<file path="src/rtl/frl_tx_lane_framer.sv">
// Fast Radio Link TX lane framer: training bursts, framed packets
// (header, length, payload, checksum) and idle fill, one word per clk.
module frl_tx_lane_framer #(
    parameter int unsigned TRAIN_LEN  = 128,
    parameter logic [7:0]  TRAIN_WORD = 8'h5C,
    parameter logic [7:0]  HDR_WORD   = 8'hF5,
    parameter logic [7:0]  IDLE_WORD  = 8'h00
) (
    input  logic       clk,
    input  logic       rst,
    input  logic       train_req,
    input  logic       frame_start,
    input  logic [7:0] frame_len,
    input  logic [7:0] tx_data,
    input  logic       tx_valid,
    output logic       tx_ready,
    output logic [7:0] lane_data,
    output logic       lane_ctl,
    output logic       busy,
    output logic       train_done
);

    localparam logic [2:0] S_IDLE  = 3'd0;
    localparam logic [2:0] S_TRAIN = 3'd1;
    localparam logic [2:0] S_HDR   = 3'd2;
    localparam logic [2:0] S_LEN   = 3'd3;
    localparam logic [2:0] S_PAY   = 3'd4;
    localparam logic [2:0] S_CSUM  = 3'd5;

    localparam logic [7:0] TRAIN_LOAD = 8'(TRAIN_LEN - 1);

    logic [2:0] state_q, state_d;
    logic [7:0] train_cnt_q, train_cnt_d;
    logic [7:0] len_q, len_d;
    logic [7:0] rem_q, rem_d;
    logic [7:0] sum_q, sum_d;
    logic [7:0] lane_data_q, lane_data_d;
    logic       lane_ctl_q, lane_ctl_d;
    logic       busy_q, busy_d;
    logic       train_last_q, train_last_d;
    logic       train_done_q, train_done_d;

    assign tx_ready   = (state_q == S_PAY);
    assign lane_data  = lane_data_q;
    assign lane_ctl   = lane_ctl_q;
    assign busy       = busy_q;
    assign train_done = train_done_q;

    always_comb begin
        state_d      = state_q;
        train_cnt_d  = train_cnt_q;
        len_d        = len_q;
        rem_d        = rem_q;
        sum_d        = sum_q;
        lane_data_d  = IDLE_WORD;
        lane_ctl_d   = 1'b1;
        train_last_d = 1'b0;
        // busy tracks the word being put on the lane, hence state_q
        busy_d       = (state_q != S_IDLE);
        // delayed one extra cycle to line up with the first idle word
        train_done_d = train_last_q;

        unique case (state_q)
            S_IDLE: begin
                if (train_req) begin
                    state_d     = S_TRAIN;
                    train_cnt_d = TRAIN_LOAD;
                end else if (frame_start) begin
                    state_d = S_HDR;
                    len_d   = frame_len;
                end
            end
            S_TRAIN: begin
                lane_data_d = TRAIN_WORD;
                if (train_cnt_q == 8'd0) begin
                    state_d      = S_IDLE;
                    train_last_d = 1'b1;
                end else begin
                    train_cnt_d = train_cnt_q - 8'd1;
                end
            end
            S_HDR: begin
                lane_data_d = HDR_WORD;
                state_d     = S_LEN;
            end
            S_LEN: begin
                lane_data_d = len_q;
                lane_ctl_d  = 1'b0;
                sum_d       = len_q;
                rem_d       = len_q;
                state_d     = (len_q == 8'd0) ? S_CSUM : S_PAY;
            end
            S_PAY: begin
                if (tx_valid) begin
                    lane_data_d = tx_data;
                    lane_ctl_d  = 1'b0;
                    sum_d       = sum_q + tx_data;
                    rem_d       = rem_q - 8'd1;
                    if (rem_q == 8'd1) state_d = S_CSUM;
                end
            end
            S_CSUM: begin
                lane_data_d = sum_q;
                lane_ctl_d  = 1'b0;
                state_d     = S_IDLE;
            end
            default: state_d = S_IDLE;
        endcase
    end

    always_ff @(posedge clk or posedge rst) begin
        if (rst) begin
            state_q      <= S_IDLE;
            train_cnt_q  <= 8'd0;
            len_q        <= 8'd0;
            rem_q        <= 8'd0;
            sum_q        <= 8'd0;
            lane_data_q  <= IDLE_WORD;
            lane_ctl_q   <= 1'b1;
            busy_q       <= 1'b0;
            train_last_q <= 1'b0;
            train_done_q <= 1'b0;
        end else begin
            state_q      <= state_d;
            train_cnt_q  <= train_cnt_d;
            len_q        <= len_d;
            rem_q        <= rem_d;
            sum_q        <= sum_d;
            lane_data_q  <= lane_data_d;
            lane_ctl_q   <= lane_ctl_d;
            busy_q       <= busy_d;
            train_last_q <= train_last_d;
            train_done_q <= train_done_d;
        end
    end

endmodule

</file>
<file path="config.mk">
export PLATFORM = sky130hd
export DESIGN_NAME = frl_tx_lane_framer
export DESIGN_NICKNAME = d
export VERILOG_FILES = /design/src/rtl/frl_tx_lane_framer.sv
export SDC_FILE = /design/constraint.sdc
export NUM_CORES = 1
export LEC_CHECK = 0
export ABC_AREA = 1
export BUFFER_PORTS_ARGS = -buffer_cell sky130_fd_sc_hd__buf_2
export CAP_MARGIN = 20
export CORE_ASPECT_RATIO = 1.75
export CORE_MARGIN = 5
export CORE_UTILIZATION = 40
export DETAILED_ROUTE_END_ITERATION = 7
export GPL_ROUTABILITY_DRIVEN = 0
export GPL_TIMING_DRIVEN = 0
export PLACE_DENSITY = 0.63
export SLEW_MARGIN = 20
export SYNTH_ARGS = -nofsm -noshare
export SYNTH_HDL_FRONTEND = slang
export SYNTH_SLANG_ARGS = --single-unit
</file>
<file path="constraint.sdc">
create_clock -name clk -period 2 [get_ports clk]
set_clock_uncertainty 0.05 [all_clocks]
set_input_delay 0.3 -clock clk [delete_from_list [all_inputs] [get_ports clk]]
set_output_delay 0.3 -clock clk [all_outputs]
set_load 0.02 [all_outputs]
</file>
==> run metrics <==
status=finished, final reports clean; Hold Path Class=input port to flop; EDFF count, synth=0; Nets=428; top post-synthesis cells by count=nand2_1 (69), inv_1 (48), dfrtp_1 (46), nor2_1 (43), nand3_1 (24); gr usage total=0.1770; flops & latches, synth=47; Worst EP required=1650 ps; Root Driver=clkbuf_16; Syn Nets=387; PnR Total Power=5.160 mW; leakage=1.672 nW; Chip Height=120.0 um; CP Capture Type=primary output; Die W=72.84 um; max_slew headroom=0.7010; Port Buffers=32; deepest clock path buffer count=2; top cells by area, synth=dfrtp_1 (42%), nand2_1 (9.4%), inv_1 (6.5%), nor2_1 (5.8%), ha_1 (5.0%); n_diodes=0; Critical Path Source Type=flop; CP arrival=1530 ps; Mapped Area=2764 um2; share of the synthesized area in the top cell type=0.4165; first-pass GRT wire length=11780 um; HPWL Detailed=5549 um; Core ar.=6807 um2; Synth warnings=0; CP max stage cell=dfrtp_1; Fin Setup TNS=0 ps; CP Class=flop to primary output; Setup violations, final=0; synthesis-to-finish area growth=17.61%; Hold EP=len_q[7]; post-synthesis cell type count=35; Routed Antenna Nets=0; top-count cell post-synth=nand2_1; num rows=40; CP max stage delay=390 ps; Pre-Repair DR Iteration Count=4; Initial Util=0.4061; H-tree levels=2; reg-to-reg endpoint=sum_q[4]; drc violations=0; final slew viol count=0; final wirelength=6897 um; Post-CTS Setup Repair Bufs=0; top_reg_cell synth=dfrtp_1; syn avg cell area=7.808 um2; CTS tree=done; crit path cell chain=inv_1 -> nand2_2 -> nor2_4 -> clkbuf_4 -> buf_2; DIE AREA=8738 um2; Worst Tran Pin Value=447.8 ps; worst reg-to-reg path cell count=10; Worst-Skew Late Latency=300 ps; layout cells sized above 1=0.1869; Final min period=1884 ps; DR iter-0 viols=129; worst reg2reg setup slack=230 ps; Max Freq=530.8 MHz; drt via density=4.975; DR WL/cell=14.37 um; Synth area leader=dfrtp_1; final hold vios=0; sequential fraction of the synthesis area=0.4260; hold depth=2; clock sinks=47; design area=3251 um2; total number of vias=2388; RSZ-0062 raised after global routing=no; max cap viols=0; vias in the first global route=2456; Period Utilization, post-route=0.9421; grt total ovfl=0; Hold Crit Start=frame_len[7]; total CTS buffers=5; PwrDens=1587 nW/um2; asr flop ratio synth=1.000; Hold Slack=188.4 ps; largest net degree at the start of global routing=29; crit path from=state_q[1]; Syn Inst Count=354; RR Startpoint=sum_q[0]; I/O pins=33; Max IR drop VDD=0.6458 mV; clock-pin slew on the worst setup and hold paths=60 ps; Post-DP Area=3049 um2; Worst Path Max Fanout=10; antenna violations before repair=0
cell families (layout without fill, tap and decap cells):
group / after synthesis / count (layout) / synth area share
AND/OR/NAND/NOR: 164 / 164 / 0.2689
AO/OA/AOI/OAI: 62 / 62 / 0.1222
buffers and inverters: 60 / 102 / 0.09280
flip-flops: 47 / 47 / 0.4260
adder cells (fa/ha/maj): 12 / 12 / 0.05704
XOR/XNOR: 7 / 7 / 0.02218
multiplexers: 2 / 2 / 0.01087
sequential cells by signal (all words and copies together) (netlist names):
| register | count |
|---|---|
| sum_q | 8 |
| len_q | 8 |
| lane_data | 8 |
| train_done_d | 1 |
| rem_q | 8 |
| train_done | 1 |
| state_q | 3 |
| train_cnt_q | 8 |
| busy | 1 |
| lane_ctl | 1 |
final cells by class:
class,count,area [um2]
Buffer,6,56.30
Multi-Input combinational cell,247,1330
Tap cell,84,105.1
Clock inverter,2,60.06
Inverter,54,202.7
Clock buffer,6,128.9
Fill cell,702,3556
Sequential cell,47,1177
Timing Repair Buffer,34,190.2
placed cells by master (no fill, tap or decap), drive strengths merged:
| cell | instances |
|---|---|
| nand4 | 2 |
| buf | 38 |
| or2 | 6 |
| inv | 54 |
| mux2 | 2 |
| o221ai | 1 |
| a21oi | 21 |
| bufinv | 2 |
| dfstp | 1 |
| o211ai | 4 |
| nand3b | 2 |
| a22oi | 4 |
| o22ai | 1 |
| clkbuf | 7 |
| o21ai | 29 |
| and2 | 1 |
| dfrtp | 46 |
| dlygate4sd3 | 1 |
| fa | 1 |
| nor2 | 48 |
| nor3 | 4 |
| ha | 11 |
| nor4 | 1 |
| nand2 | 76 |
| a31oi | 2 |
| xor2 | 5 |
| nand3 | 24 |
| xnor2 | 2 |
stage by stage:
stage               utilization  cells  setup slack (ps)
finish                   0.4776    480             115.9
global placement         0.4450    470            -168.4
floorplan                     -    354             358.2
global route             0.4776    480             21.45
CTS                      0.4772    480             51.67
detailed placement       0.4480    471             210.6
worst max path at each step:
stage                           to
after floorplan           sum_q[4]
after detailed placement  sum_q[4]
after CTS                 tx_ready
after global placement    rem_q[1]
final                     tx_ready
after global routing      tx_ready
metal layers:
layer,share of wire,wire length (um),GRT usage
met4,0.040,275,0.09007
met2,0.58,3981,0.3377
met1,0.36,2463,0.1723
met5,0,0,0
met3,0.026,176,0.03185
power breakdown:
group	internal (mW)	switching, mW
Clock	0.717	0.370
Sequential	1.36	0.270
Combinational	0.888	1.55
Total	2.97	2.19
worst max-delay path: cells and delay by family, from the launching register on:
family	cells	cell delay, ps
simple gates	2	280
buf+inv	3	570
flops	1	390
what timing repair did:
item,4_1_cts,5_1_grt
setup endpoints to repair,0,1
resized for setup,0,1
hold buffers,1,0
endpoints found under the hold margin,18,0
Note: power is estimated with default switching activity, not from simulation.
